[config.mk]
export PLATFORM = sky130hd
export DESIGN_NAME = sdram_arbiter
export DESIGN_NICKNAME = d
export VERILOG_FILES = /design/src/rtl/sdram_arbiter.sv
export SDC_FILE = /design/constraint.sdc
export NUM_CORES = 1
export LEC_CHECK = 0
export ABC_AREA = 1
export BUFFER_PORTS_ARGS = -buffer_cell sky130_fd_sc_hd__clkbuf_2
export CORE_AREA = 2 2 140 142
export CTS_CLUSTER_DIAMETER = 120
export DETAILED_ROUTE_END_ITERATION = 8
export DIE_AREA = 0 0 142 144
export GPL_TIMING_DRIVEN = 0
export HOLD_SLACK_MARGIN = 0.12
export SETUP_SLACK_MARGIN = 0.3
export SLEW_MARGIN = 20
export SYNTH_ARGS = -nofsm -noshare
export SYNTH_HDL_FRONTEND = slang
export SYNTH_SLANG_ARGS = --single-unit
[constraint.sdc]
create_clock -name sdram_clk -period 2.25 [get_ports sdram_clk]
set_input_delay 0.1125 -clock sdram_clk [delete_from_list [all_inputs] [get_ports sdram_clk]]
set_output_delay 0.1125 -clock sdram_clk [all_outputs]
set_load 0.1 [all_outputs]
[src/rtl/sdram_arbiter.sv]
// Round-robin arbiter that muxes NUM_PORTS requesters onto the single SDRAM controller port.
// Ownership changes only after the controller reports idle, so trailing read bursts drain safely.
module sdram_arbiter #(
    parameter int unsigned NUM_PORTS = 4,
    parameter int unsigned QUANTUM   = 16
) (
    input  logic                   sdram_clk,
    input  logic                   sdram_rst_n,
    input  logic [NUM_PORTS-1:0]   acc_i,
    input  logic [NUM_PORTS-1:0]   we_i,
    input  logic [32*NUM_PORTS-1:0] adr_i,
    input  logic [16*NUM_PORTS-1:0] dat_i,
    input  logic [2*NUM_PORTS-1:0] sel_i,
    output logic [NUM_PORTS-1:0]   ack_o,
    output logic [15:0]            dat_o,
    output logic [31:0]            adr_o,
    output logic                   ctrl_acc_o,
    output logic                   ctrl_we_o,
    output logic [31:0]            ctrl_adr_o,
    output logic [15:0]            ctrl_dat_o,
    output logic [1:0]             ctrl_sel_o,
    input  logic                   ctrl_ack_i,
    input  logic [15:0]            ctrl_dat_i,
    input  logic [31:0]            ctrl_adr_i,
    input  logic                   ctrl_idle_i
);
    localparam int unsigned PW    = $clog2(NUM_PORTS);
    localparam logic [7:0]  QUANT = 8'(QUANTUM);

    typedef enum logic [1:0] {StIdle, StGranted, StDrain} state_e;

    state_e               r_state, w_state;
    logic [PW-1:0]        r_owner, w_owner;
    logic [PW-1:0]        r_last, w_last;
    logic [PW-1:0]        w_pick, w_idx;
    logic [7:0]           r_ack_cnt, w_ack_cnt;
    logic [NUM_PORTS-1:0] w_owner_oh;
    logic                 w_granted;
    logic                 w_quota_hit;

    assign w_owner_oh  = NUM_PORTS'(1) << r_owner;
    assign w_granted   = (r_state == StGranted);
    // Quota only bites when someone else is actually waiting.
    assign w_quota_hit = (r_ack_cnt >= QUANT) && (|(acc_i & ~w_owner_oh));
    assign ctrl_acc_o  = w_granted & acc_i[r_owner] & ~w_quota_hit;
    assign ack_o       = ((r_state != StIdle) && ctrl_ack_i) ? w_owner_oh : '0;
    assign dat_o       = ctrl_dat_i;
    assign adr_o       = ctrl_adr_i;

    always_comb begin
        ctrl_we_o  = 1'b0;
        ctrl_adr_o = '0;
        ctrl_dat_o = '0;
        ctrl_sel_o = '0;
        if (w_granted) begin
            for (int unsigned p = 0; p < NUM_PORTS; p++) begin
                if (r_owner == PW'(p)) begin
                    ctrl_we_o  = we_i[p];
                    ctrl_adr_o = adr_i[32*p +: 32];
                    ctrl_dat_o = dat_i[16*p +: 16];
                    ctrl_sel_o = sel_i[2*p +: 2];
                end
            end
        end
    end

    // Scan from farthest to nearest so the nearest requester after r_last wins.
    always_comb begin
        w_pick = r_owner;
        w_idx  = '0;
        for (int unsigned i = NUM_PORTS; i >= 1; i--) begin
            w_idx = PW'((32'(r_last) + i) % NUM_PORTS);
            if (acc_i[w_idx]) begin
                w_pick = w_idx;
            end
        end
    end

    always_comb begin
        w_state   = r_state;
        w_owner   = r_owner;
        w_last    = r_last;
        w_ack_cnt = r_ack_cnt;
        unique case (r_state)
            StIdle: begin
                if (|acc_i) begin
                    w_owner   = w_pick;
                    w_ack_cnt = '0;
                    w_state   = StGranted;
                end
            end
            StGranted: begin
                if (ctrl_ack_i && (r_ack_cnt < QUANT)) begin
                    w_ack_cnt = r_ack_cnt + 8'd1;
                end
                if (!acc_i[r_owner] || w_quota_hit) begin
                    w_last  = r_owner;
                    w_state = StDrain;
                end
            end
            StDrain: begin
                if (ctrl_idle_i) begin
                    w_state = StIdle;
                end
            end
            default: w_state = StIdle;
        endcase
    end

    always_ff @(posedge sdram_clk) begin
        if (!sdram_rst_n) begin
            r_state   <= StIdle;
            r_owner   <= '0;
            r_last    <= PW'(NUM_PORTS - 1);
            r_ack_cnt <= '0;
        end else begin
            r_state   <= w_state;
            r_owner   <= w_owner;
            r_last    <= w_last;
            r_ack_cnt <= w_ack_cnt;
        end
    end

endmodule

==> reports/metrics.yaml, run 1 <==
status: "finished, final reports clean"
arrival_ns: 1.76
detailed_place.area_um2: 4656
grt_antenna_before_repair: 2
synth-seq-area-share: 0.1036
setup_viol: 0
worstSetupEndpointType: "primary output"
gr-max-usage-layer: "met2"
post-place-ws_ns: -0.2081
grt_util_all_layers: 0.1564
synth.distinct_cells: 28
grt_pass1_vias: 4400
syn_area_um2: 2706
grt_util_met2: 0.2942
synth-compound-area-share: 0.2987
fin_nets: 1083
slew_violations: 0
cts_root_buf: "clkbuf_16"
syn_inst: 493
synthAdderAreaFrac: 0.009246
r2r_start: "r_owner[1]"
synthTopCellsByArea: "nand2_1 16%, buf_4 14%, dfxtp_1 10%"
place_hpwl_mm: 13.92
drt_iter0_drc: 221
yosysTopAreaCell: "nand2_1"
start_kind: "flop"
antenna_left: 0
yosys.area.top_type_share: 0.1581
hp-start: "sdram_rst_n"
crit_start: "r_owner[1]"
drt_wl_total_mm: 17.27
vdd_ir_drop_max_v: 0.0006102
cts_buffer_depth: 2
grt_max_degree: 11
drc: 0
hold_class: "input port to flop"
skew_ns: 0.001978
gp_congestion: 0.9178
synth_edf_count: 0
setup_slack_ns: 0.3792
rr_endpoint: "r_last[0]"
final-hold-violation-count: 0
synth_top_family_by_area: "simple AND/OR/NAND/NOR gates"
dp_cells: 1045
core_um2: 19080
clk_pin_slew_worst_paths_ns: 0.05
slowest_stage: "dfxtp_4"
critPathMaxStageDelay_ns: 0.36
io_pins: 364
max_slew.worst_pin.slew_ns: 0.7000
async_flop_share: 0
cts_inserted_buffers: 3
placement.io_buffers: 314
rrSetupSlack_ns: 0.76
finalCritPeriodShare: 0.8315
synthMuxAreaShare: 0
worstRegToRegCells: 10
final_area_um2: 5465
avgRoutedWirePerCell_um: 16.29
use_met1: 0.1882
synth-simple-area-share: 0.3329
gr-usage-met3: 0.02185
start_util: 0.1418
stdcell_count: 1060
max_slew_margin: 0.5302
max_freq_ghz: 0.5345
die_h_um: 144
rsz0062_at_grt: "true"
syn_avg_cell_area_um2: 5.490
holdBufCountCts: 0
rows: 51
powerDensity_nw_per_um2: 1274
synthXorXnorAreaFrac: 0.003236
routed_via_density: 4.344
drive_gt1_frac: 0.5451
num_vias: 4605
yosysMostFrequentCell: "nand2_1"
crit_chain: "nor2_4 -> buf_6 -> buf_4 -> nand2_1 -> nand3_1 -> o211ai_1 -> inv_1 -> buf_8"
holdPathStages: 2
overflow: 0
cap_violations: 0
cts.sinks: 14
synthTopCellsByCount: "114 x nand2_1, 52 x o21ai_0, 49 x buf_4"
ys.flop_type: "dfxtp_1"
synth_seq_cells: 14
first_pass_iters: 4
area_growth_syn_to_layout_pct: 101.9
worstPathMaxFanout: 10
syn_nets: 755
critPathKind: "flop to primary output"
fp.dieW_um: 142
cts_tree: "done"
grt_pass1_wl_mm: 24.09
htreeDepth: 1
p_leak_nw: 3.038
finalCriticalPeriod_ns: 1.871
required_ns: 2.14
yosysWarnings: 0
holdPathEnd: "r_last[1]"
clk_latency_ns: 0.25
die_area_um2: 20450
==> kinds of logic after synthesis <==
group | count (synthesis)
AOI/OAI and AO/OA | 133
xor gates and xnor gates | 1
adders and majority gates | 2
buffers and inverters | 129
DFF | 14
and+or+nand+nor | 214
==> timing repair <==
item | 4_1_cts | 5_1_grt
setup endpoints to repair | 56 | 53
setup buffers | 0 | 5
cloned | 2 | 2
pin swaps | 0 | 5
endpoints found under the hold margin | 0 | 0
gates resized for setup | 141 | 62
==> power by group <==
| part | switching [mW] | leakage (nW) | internal (mW) | total [mW] |
|---|---|---|---|---|
| sequential | 0.0606 | 0.116 | 0.300 | 0.360 |
| combinational | 4.42 | 2.88 | 1.81 | 6.22 |
| clock | 0.109 | 0.0442 | 0.270 | 0.379 |
==> critical path: cells and delay by family, from the launching register on <==
kind                   cells  cell delay [ns]
and+or+nand+nor            3             0.36
buffers and inverters      4             0.66
DFF                        1             0.36
AOI/OAI and AO/OA          1             0.11
==> cell type report <==
cell class	count	area [um^2]
diodes	2	5.005
plain buffers	79	594.3
clock buffers	4	88.84
repair buffers	322	2108
well taps	238	297.8
inverters	50	202.7
multi-input cells	350	1877
flip-flops and latches	14	287.8
repair inverters	1	3.754
fillers	2123	13610
==> metal layers <==
layer  vias up  part of all wire  wire length, um
li1       2271                 -                -
met5         -                 0                0
met2       216              0.50             8567
met4         0             0.011              184
met3        13             0.069             1196
met1      2105              0.42             7319
==> stage by stage <==
stage | total power, mW | TNS (ns) | utilization | hold slack (ns)
after floorplan | 4.512 | -3.790 | - | 0.2936
after global placement | 5.650 | -1.206 | 0.2440 | 0.4259
after detailed placement | 5.673 | -0.9399 | 0.2440 | 0.4285
after CTS | 6.689 | 0 | 0.2759 | 0.1760
after global routing | 7.351 | 0 | 0.2862 | 0.1990
final | 6.964 | 0 | 0.2864 | 0.1683
==> flip-flops by register name, indices dropped and copies added, names as in the netlist <==
signal,flops
r_ack_cnt,8
r_last,2
r_owner,2
r_state,2
==> worst max path at each step <==
stage                     end  depth (start not counted)
4_1_cts         ctrl_dat_o[9]                          6
6_report       ctrl_adr_o[24]                          8
5_1_grt        ctrl_dat_o[13]                          8
3_5_place_dp    ctrl_dat_o[9]                          6
3_3_place_gp    ctrl_dat_o[9]                          6
2_1_floorplan  ctrl_dat_o[12]                          6
==> cells in the final DEF (no fill, tap or decap), drive strengths merged <==
| cell type | instances |
|---|---|
| o22ai | 7 |
| o21ai | 56 |
| dfxtp | 14 |
| o221ai | 17 |
| or3 | 1 |
| nor2 | 44 |
| o21a | 1 |
| o211ai | 27 |
| clkinv | 1 |
| nand4 | 3 |
| inv | 50 |
| a21oi | 25 |
| clkbuf | 317 |
| xor2 | 1 |
| nand2 | 115 |
| nor3 | 2 |
| buf | 88 |
| diode | 2 |
| nand3 | 37 |
| nand3b | 2 |
| or2 | 9 |
| nor3b | 1 |
| ha | 2 |
Power figures use the tool's default switching activity.
==> run 2: changes to the inputs <==
- CORE_AREA: 2 2 140 142 -> 2 2 143 145
- DIE_AREA: 0 0 142 144 -> 0 0 145 147
- clock period: 2.25 -> 1.85 ns (I/O delays scaled with it)
==> reports/metrics.yaml, run 2 (synthesized netlist as in run 1, its figures left out) <==
grt_antenna_before_repair: 1
start_util: 0.1364
routed_via_density: 4.317
die_area_um2: 21320
start_kind: "flop"
first_pass_iters: 8
cts_buffer_depth: 2
placement.io_buffers: 314
finalCriticalPeriod_ns: 1.878
max_slew_margin: 0.6341
slew_violations: 0
drive_gt1_frac: 0.6877
largest_reg_flops: 8
worstSetupEndpointType: "primary output"
num_vias: 4788
grt_pass1_vias: 4592
status: "finished, violations left"
cts_tree: "done"
drt_iter0_drc: 260
vdd_ir_drop_max_v: 0.0004214
diodes: 0
p_leak_nw: 3.361
gp_congestion: 0.8320
cap_violations: 0
cts_root_buf: "clkbuf_16"
setup_slack_ns: -0.02753
cts.sinks: 14
rows: 52
clk_latency_ns: 0.25
final_common_cell: "clkbuf_2"
cts_inserted_buffers: 3
dp_cells: 1077
io_pins: 364
hold_class: "input port to flop"
antenna_left: 0
htreeDepth: 1
overflow: 0
grt_pass1_wl_mm: 25.26
finalPower_mw: 11.23
violations: "negative setup slack"
die_h_um: 147
critPathKind: "flop to primary output"
powerDensity_nw_per_um2: 1548
top_register: "r_ack_cnt"
worstPathMaxFanout: 9
core_um2: 19840
grt_util_all_layers: 0.1507
drc: 0
clk_pin_slew_worst_paths_ns: 0.05
fin_nets: 1102
max_slew.worst_pin.slew_ns: 0.5511
finalCritPeriodShare: 1.015
stdcell_count: 1109
rsz0062_at_grt: "true"
required_ns: 1.76
avgRoutedWirePerCell_um: 16.18
layout_common_cells: "260 x clkbuf_2, 89 x nand2_1, 60 x clkbuf_16, 60 x buf_4, 29 x nor2_1"
drt_wl_total_mm: 17.94
max_freq_ghz: 0.5326
arrival_ns: 1.79
fp.dieW_um: 145
final_util: 0.3655
place_hpwl_mm: 13.46
final-hold-violation-count: 0
skew_ns: 0.002031
grt_max_degree: 11
setup_viol: 2
area_growth_syn_to_layout_pct: 168.0
-- run 2: changes by cell type in the layout (fill, tap and decap cells not counted), moves of 21 or more --
cell        change
clkbuf_16      +52
clkinvlp_4     +27
inv_1          -27
nand2_1        -22
o21ai_0        -35
o21ai_2        +21
-- run 2: what timing repair did --
action | in CTS | in global routing
hold buffers | 1 | 0
setup endpoints to repair | 60 | 61
hold endpoints to repair | 1 | 0
gates cloned | 2 | 3
pin swaps | 19 | 23
gates resized for setup | 276 | 87
buffers inserted | 16 | 6
-- run 2: final timing paths --
kind / start / slack (ns) / endpoint / depth (start not counted)
hold reg to reg: r_ack_cnt[6] / 0.44 / r_ack_cnt[6] / 2
setup reg to reg: r_owner[0] / 0.14 / r_last[1] / 11
setup / recovery: r_owner[1] / -0.03 / ctrl_adr_o[1] / 10
hold / removal: sdram_rst_n / 0.16 / r_last[0] / 2
-- run 2: power breakdown --
group | internal (mW) | switching [mW]
Combinational | 4.00 | 6.30
Sequential | 0.365 | 0.0911
Clock | 0.329 | 0.142
-- run 2: metrics by stage --
step	instance area (um^2)	TNS [ns]	hold WS, ns	worst slack, ns
6_report	7253	-0.04230	0.1599	-0.02753
5_1_grt	7253	-1.405	0.1733	-0.08711
4_1_cts	6838	0	0.1521	0.002562
3_5_place_dp	5114	-6.904	0.3755	-0.2761
3_3_place_gp	5114	-7.027	0.3690	-0.2878
2_1_floorplan	3204	0	0.2736	0.1838
-- run 2: layout make-up --
cell class | instances | area, um^2
Fill cell | 2012 | 12590
Timing Repair Buffer | 342 | 3020
Multi-Input combinational cell | 350 | 2430
Buffer | 79 | 767.0
Tap cell | 270 | 337.8
Inverter | 50 | 321.6
Sequential cell | 14 | 287.8
Clock buffer | 4 | 88.84
-- run 2: routing by layer --
| layer | wire, um | up-vias | part of all wire | global-route usage |
|---|---|---|---|---|
| met5 | 13 | - | 0.00072 | 0 |
| met4 | 405 | 2 | 0.023 | 0.04604 |
| met3 | 1248 | 24 | 0.070 | 0.02422 |
| met2 | 9340 | 259 | 0.52 | 0.2802 |
| met1 | 6933 | 2199 | 0.39 | 0.1773 |
| li1 | - | 2304 | - | - |
-- run 2: critical path: stages (launching register included) --
cell        delay [ns]
dfxtp_4           0.40
buf_8             0.13
inv_8             0.04
nand2_8           0.07
inv_12            0.05
buf_8             0.14
nand2_2           0.06
nand3_2           0.08
o211ai_1          0.15
clkinvlp_4        0.18
clkbuf_16         0.22
